File: config.mk
export PLATFORM = sky130hd
export DESIGN_NAME = a2d_sched
export DESIGN_NICKNAME = d
export VERILOG_FILES = /design/src/rtl/a2d_sched.sv
export SDC_FILE = /design/constraint.sdc
export NUM_CORES = 1
export LEC_CHECK = 0
export ABC_CLOCK_PERIOD_IN_PS = 1530
export CAP_MARGIN = 0
export CORE_MARGIN = 4
export CORE_UTILIZATION = 30
export CTS_CLUSTER_DIAMETER = 30
export DETAILED_ROUTE_END_ITERATION = 8
export DONT_BUFFER_PORTS = 1
export GPL_TIMING_DRIVEN = 0
export SLEW_MARGIN = 5
export SYNTH_ARGS = -nofsm -noshare
export SYNTH_HDL_FRONTEND = slang
export SYNTH_SLANG_ARGS = --single-unit
File: constraint.sdc
create_clock -name clk -period 1.53 [get_ports clk]
set_input_delay 0.2295 -clock clk [delete_from_list [all_inputs] [get_ports clk]]
set_output_delay 0.2295 -clock clk [all_outputs]
set_load 0.02 [all_outputs]
File: src/rtl/a2d_sched.sv
// a2d_sched: round-robin + host-request channel scheduler for the shared ADC128S SPI engine
// ports: clk/rst; nxt, hreq, hreq_sel triggers; wrt/cmd/done/rd_data to the SPI engine;
//        lft_ld/rght_ld/steer_pot/batt latest results; vld/hack/busy status
module a2d_sched #(
  parameter logic [2:0] CH_LFT   = 3'd0,
  parameter logic [2:0] CH_RGHT  = 3'd4,
  parameter logic [2:0] CH_STEER = 3'd5,
  parameter logic [2:0] CH_BATT  = 3'd6
) (
  input  logic        clk,
  input  logic        rst,
  input  logic        nxt,
  input  logic        hreq,
  input  logic [1:0]  hreq_sel,
  output logic        wrt,
  output logic [15:0] cmd,
  input  logic        done,
  input  logic [15:0] rd_data,
  output logic [11:0] lft_ld,
  output logic [11:0] rght_ld,
  output logic [11:0] steer_pot,
  output logic [11:0] batt,
  output logic        vld,
  output logic        hack,
  output logic        busy
);
  typedef enum logic [2:0] {IDLE, CMD, WAIT1, GAP, READ, WAIT2, UPD} state_t;
  state_t r_state, w_nxt;
  logic r_npend, r_hpend, r_host, r_wrt, r_vld, r_hack, r_busy;
  logic [1:0] r_hsel, r_ptr, r_slot, w_hsel, w_slot;
  logic [2:0] w_ch;
  logic [15:0] r_cmd;
  logic [11:0] r_lft, r_rght, r_steer, r_batt;
  logic w_idle, w_hp, w_np, w_hgnt, w_ngnt, w_upd, w_wrt, w_unused;

  always_ff @(posedge clk) r_state <= rst ? IDLE : w_nxt;

  always_comb begin
    w_nxt = r_state;
    case (r_state)
      IDLE:    w_nxt = (w_hp || w_np) ? CMD : IDLE;
      CMD:     w_nxt = WAIT1;
      WAIT1:   w_nxt = done ? GAP : WAIT1;
      GAP:     w_nxt = READ;
      READ:    w_nxt = WAIT2;
      WAIT2:   w_nxt = done ? UPD : WAIT2;
      default: w_nxt = IDLE;
    endcase
  end

  // a trigger arriving in the same cycle as the IDLE decision is granted immediately
  always_comb begin
    w_idle = r_state == IDLE;
    w_hp   = r_hpend || hreq;
    w_np   = r_npend || nxt;
    w_hgnt = w_idle && w_hp;
    w_ngnt = w_idle && !w_hp && w_np;
    w_hsel = hreq ? hreq_sel : r_hsel;
    w_slot = w_hgnt ? w_hsel : r_ptr;
    w_ch   = (w_slot == 2'd0) ? CH_LFT : (w_slot == 2'd1) ? CH_RGHT :
             (w_slot == 2'd2) ? CH_STEER : CH_BATT;
    w_upd  = r_state == WAIT2 && done;
    w_wrt  = w_nxt == CMD || w_nxt == READ;
  end

  always_ff @(posedge clk) begin
    if (rst) begin
      r_npend <= 1'b0;
      r_hpend <= 1'b0;
      r_hsel  <= 2'd0;
      r_host  <= 1'b0;
      r_slot  <= 2'd0;
      r_ptr   <= 2'd0;
      r_cmd   <= 16'h0000;
      r_wrt   <= 1'b0;
      r_busy  <= 1'b0;
      r_vld   <= 1'b0;
      r_hack  <= 1'b0;
      r_lft   <= 12'h000;
      r_rght  <= 12'h000;
      r_steer <= 12'h000;
      r_batt  <= 12'h000;
    end else begin
      r_npend <= w_np && !w_ngnt;
      r_hpend <= w_hp && !w_hgnt;
      r_hsel  <= w_hsel;
      r_wrt   <= w_wrt;
      r_busy  <= w_nxt != IDLE;
      r_vld   <= w_upd;
      r_hack  <= w_upd && r_host;
      if (w_hgnt || w_ngnt) begin
        r_slot <= w_slot;
        r_host <= w_hgnt;
        r_cmd  <= {2'b00, w_ch, 11'h000};
      end
      if (w_upd && !r_host) r_ptr <= r_ptr + 2'd1;
      r_lft   <= (w_upd && r_slot == 2'd0) ? rd_data[11:0] : r_lft;
      r_rght  <= (w_upd && r_slot == 2'd1) ? rd_data[11:0] : r_rght;
      r_steer <= (w_upd && r_slot == 2'd2) ? rd_data[11:0] : r_steer;
      r_batt  <= (w_upd && r_slot == 2'd3) ? rd_data[11:0] : r_batt;
    end
  end

  assign w_unused  = ^rd_data[15:12];
  assign wrt       = r_wrt;
  assign cmd       = r_cmd;
  assign lft_ld    = r_lft;
  assign rght_ld   = r_rght;
  assign steer_pot = r_steer;
  assign batt      = r_batt;
  assign vld       = r_vld;
  assign hack      = r_hack;
  assign busy      = r_busy;
endmodule

### Word-level counts from Yosys, hierarchy flattened

Cells that the tools add are included.
W data, S select, Z words.

| word-level totals | value |
|---|---|
| register bits | 67 |
| input bits | 23 |
| output and inout port bits | 68 |
| word-level logic and storage cells | 63 |

| operators by class | value |
|---|---|
| add/subtract/negate cells | 1 |
| equal/unequal tests | 12 |
| multiplexer cells | 9 |
| reduce and logical (&&, ||, !) cells | 25 |

Operators with widths:

| kind | count |
|---|---|
| $pmux W3 S6 | 1 |
| $logic_and A1 B1 Y1 | 12 |
| $mux W2 | 5 |
| $eq A3 B3 Y1 const B | 3 |
| $eq A2 B2 Y1 const B | 3 |
| $eq A3 B1 Y1 const B | 2 |
| $eq A3 B2 Y1 const B | 2 |
| $logic_or A1 B1 Y1 | 5 |
| $eq A2 B1 Y1 const B | 2 |
| $logic_not A1 Y1 | 4 |
| $logic_not A2 Y1 | 2 |
| $logic_not A3 Y1 | 1 |
| $mux W3 | 1 |
| $reduce_bool A3 Y1 | 1 |
| $add A2 B1 Y2 const B | 1 |
| $mux W1 | 2 |

### Logic depth before layout (Yosys ltp)

| logic depth | value |
|---|---|
| depth in word-level cells | 7 |
| depth in mapped cells | 7 |
| gate-level depth less buffers | 4 |

### Worst setup path before layout

No wires, ideal clock.

| path | value |
|---|---|
| kind | reg-to-reg |
| start point | reg r_state[2] |
| end point | reg r_cmd[12], in the netlist cmd[12] |
| library setup time | 122 ps |
| arrival | 1404 ps |
| required time | 1408 ps |
| path slack | 3 ps |
| cell stages (with the launch flop) | 6 |
| buffers on the path | 1 |
| clock period less this slack | 1527 ps |
| cell sequence | dfxtp_1 -> buf_4 -> nor3_1 -> o41ai_2 -> nand3b_1 -> o21ai_0 |

| on the way | value |
|---|---|
| longest elaborated chain between the ends | 7 |
| elaborated cells between the ends (all ways) | 12 |
| classes of those cells | eq/ne: 2; mux: 4; reduce/logical: 6 |

RTL lines:

| element | line | RTL |
|---|---|---|
| start, declared | 28 | `state_t r_state, w_nxt;` |
| start signal, assigned | 36 | `always_ff @(posedge clk) r_state <= rst ? IDLE : w_nxt;` |
| $logic_not A3 Y1 (*) | 53 | `w_idle = r_state == IDLE;` |
| $logic_and A1 B1 Y1 | 56 | `w_hgnt = w_idle && w_hp;` |
| $mux W2 | 59 | `w_slot = w_hgnt ? w_hsel : r_ptr;` |
| $eq A2 B2 Y1 | 61 | `(w_slot == 2'd2) ? CH_STEER : CH_BATT;` |
| $mux W2 | 61 |  |
| $mux W2 | 60 | `w_ch = (w_slot == 2'd0) ? CH_LFT : (w_slot == 2'd1) ? CH_RGHT :` |
| $mux W3 | 60 |  |
| end signal, assigned | 94 | `r_cmd <= {2'b00, w_ch, 11'h000};` |
| end, declared | 32 | `logic [15:0] r_cmd;` |

Every way passes the cells marked *; elsewhere a longest branch is shown, timed or not.
A chain may end at the register's enable or synchronous reset.

### Final worst setup path

| path | value |
|---|---|
| start point | reg r_state[2] |
| end point | reg r_batt[9], in the netlist batt[9] |

| on the way | value |
|---|---|
| longest elaborated chain between the ends | 3 |

RTL lines:

| element | line | RTL |
|---|---|---|
| $eq A3 B3 Y1 | 62 | `w_upd = r_state == WAIT2 && done;` |
| $logic_and A1 B1 Y1 | 62 |  |
| $logic_and A1 B1 Y1 | 100 | `r_batt <= (w_upd && r_slot == 2'd3) ? rd_data[11:0] : r_batt;` |
| end signal, assigned | 100 |  |
| end, declared | 33 | `logic [11:0] r_lft, r_rght, r_steer, r_batt;` |

No other way between the ends.

==> metrics.txt <==
status=completed; worst-skew pair later-pin latency=0.34 ns; ANT cells=0; Post-Synth Adder-Cell Area=0; Finished Layout Cells=415; Final Cycle Share=0.980; CP arrival=1.71 ns; Worst-path clk slew=0.07 ns; final wirelength=6.55 mm; Mapped Cells=273; Cell Area, Synth=2580 sq um; crit path launch=r_state[2]; initial antenna violation count=0; Final Cell Area=3170 sq um; TritonCTS clock tree=done; Tot GR Track Use=0.136; worst-case clock buffer depth=2; number of port buffers=0; crit-path max cell delay=0.40 ns; Post-layout nets=328; Least-Margin Pin Slew=0.574 ns; first-pass GRT wire length=10.4 mm; CP Launch Type=register; area leader, netlist=dfxtp_1; Worst IR Drop VDD=674 uV; root buffer cell=clkbuf_8; crit-path max FO=10; mux contribution to synthesized area=0.148; largest net degree at the start of global routing=14; Synth Area in XOR/XNOR=0.00340; Iteration-0 DRC Markers=49; HP Class=in -> reg; crit-path leading delay family=simple AND/OR/NAND/NOR gates; crit path cell chain=buf_6, nand4b_4, or3_4, buf_12, mux2i_1, nor2_1; total iterations of the first detailed-routing run=4; Post-route DRC=0; Syn Area/Cell=9.45 sq um; Yosys warnings=0; gpl congestion=0.740; DR vias=1931; Slew headroom=0.617; CP Buf/Inv Count=2; top-area cell type share of the netlist area=0.520; hold_ws=0.0235 ns; hpwl dp=4.54 mm; Inst Count DP=390; cts bufs inserted=9; CP endpoint kind=register; vias per cell=4.65; Die Height=101 um; Cell Area, Placed=2760 sq um; register bit count reported by yosys=67; post-layout minimum cycle time=1.50 ns; Final Max Tran Viols=0; Ports=91; Worst R2R Start=r_state[2]; Setup violations, final=0; clk sinks=67; post-synthesis sequential area ratio=0.520; CP required=1.74 ns; Leakage=0.00126 uW; Cell variety after synth=32; unrepaired setup endpoints after global routing=yes; row count=33; Starting Density=0.311; Synth Area in Compound Gates=0.0883; pre-CTS WS=-0.313 ns; htree depth=3; die area=10100 sq um; max frequency=0.667 GHz; hold wc startpoint=rd_data[4]; largest family of logic cells by synthesized area=simple AND/OR/NAND/NOR gates; core footprint=8300 sq um; die width=101 um; CP Class=reg -> reg; total grt overflow=0; slowest CP cell=or3_4; Layout area overhead=23.0%; post-route ant nets=0; final hold viol count=0; Synth area leaders=dfxtp_1, mux2i_1, nor2_1, nand2_1, buf_4; layout cells sized above 1=0.184; vias in the first global route=1949; Simple-Gate Fraction of Synth Area=0.173; Worst Skew=0.0118 ns; PnR worst setup slack=0.0311 ns; # Max-Cap Violations=0; Power Density=1260 nW/um^2; routed length per instance=15.8 um
## path summary, 6_finish.rpt
path	slack, ns	endpoint	cells past startpoint
setup / recovery	0.03	batt[9]	6
setup reg to reg	0.03	batt[9]	6
hold reg to reg	0.51	r_slot[1]	2
hold / removal	0.02	lft_ld[4]	2
## synth_stat cells
cell type / count
a211oi_1: 2
nor3b_1: 1
nor3_2: 2
a211o_1: 1
o21a_1: 1
mux2i_1: 38
o2bb2ai_1: 1
inv_1: 2
or3_1: 3
and2_1: 1
o41ai_2: 1
nand3b_1: 4
or2b_1: 2
a31oi_1: 2
a21oi_1: 22
nor2_1: 44
nor3_1: 3
dfxtp_1: 67
clkbuf_1: 8
buf_4: 15
nor4_1: 1
a21o_2: 1
buf_1: 3
xnor2_1: 1
nand2_1: 32
nand4b_4: 1
nand3_1: 1
nand2b_1: 1
conb_1: 1
nor2b_1: 1
buf_2: 2
o21ai_0: 8
## where the power goes
| group | switching [uW] | leakage (uW) | internal (uW) | total [uW] |
|---|---|---|---|---|
| sequential | 117 | 0.000545 | 1820 | 1940 |
| combinational | 236 | 0.000603 | 199 | 435 |
| clock | 705 | 0.000110 | 928 | 1630 |
| total | 1060 | 0.00126 | 2950 | 4010 |
## per-layer routing
layer,GRT usage,vias up,wire length (um)
met1,0.160,878,2640
met4,0.0435,0,81
met2,0.203,93,2920
li1,-,954,-
met3,0.0837,6,908
met5,0,-,0
## area by class of cell
| cell class | instances | area, sq um |
|---|---|---|
| Buffer | 26 | 193 |
| Sequential cell | 67 | 1350 |
| Tap cell | 105 | 131 |
| Clock inverter | 7 | 98.8 |
| Clock buffer | 9 | 124 |
| Timing Repair Buffer | 11 | 104 |
| Fill cell | 852 | 5130 |
| Inverter | 2 | 7.51 |
| Multi-Input combinational cell | 188 | 1160 |
## worst reg2reg max path, cell delays in order (launching register included)
cell	delay, ns
dfxtp_2	0.33
buf_6	0.10
nand4b_4	0.18
or3_4	0.40
buf_12	0.16
mux2i_1	0.16
nor2_1	0.05
## stage by stage
step           utilization  TNS [ns]  power, uW
2_1_floorplan            -         0       2210
3_3_place_gp         0.332    -10.74       2280
3_5_place_dp         0.332    -11.78       2290
4_1_cts              0.370     -1.24       3980
5_1_grt              0.382    -0.682       4220
6_report             0.382         0       4010
## cell families (layout without fill, tap and decap cells)
family | after synthesis | in the layout
AOI/OAI and AO/OA | 39 | 39
xor gates and xnor gates | 1 | 1
buffers and inverters | 30 | 55
DFF | 67 | 67
muxes | 38 | 38
other | 1 | 13
and+or+nand+nor | 97 | 97
## cells in the final DEF, fill, tap and decap left out, types with 2 or more instances in the layout
| cell type | n |
|---|---|
| dfxtp_1 | 62 |
| nor2_1 | 44 |
| mux2i_1 | 38 |
| nand2_1 | 32 |
| a21oi_1 | 22 |
| buf_4 | 20 |
| conb_1 | 13 |
| clkbuf_8 | 9 |
| o21ai_0 | 8 |
| clkbuf_1 | 5 |
| nand3b_1 | 4 |
| buf_6 | 3 |
| nor3_4 | 3 |
| buf_1 | 3 |
| dfxtp_2 | 3 |
| or2b_1 | 2 |
| a31oi_1 | 2 |
| or3_4 | 2 |
| inv_1 | 2 |
| buf_12 | 2 |
| a211oi_1 | 2 |
| inv_6 | 2 |
| bufinv_16 | 2 |
| dlygate4sd3_1 | 2 |
| dfxtp_4 | 2 |
## state kept, by name, summed over array words and instances (netlist names), 2 cells and up
name       flops
lft_ld        12
r_hsel         2
batt          12
steer_pot     12
cmd            3
r_ptr          2
rght_ld       12
r_slot         2
r_state        3
## timing repair
action,CTS,global route
pin swaps,2,2
setup buffers,4,4
endpoints found under the setup margin,50,51
hold buffers,2,0
cloned,1,0
hold endpoints to repair,2,0
resized for setup,16,13
(Power assumes the default switching activity.)
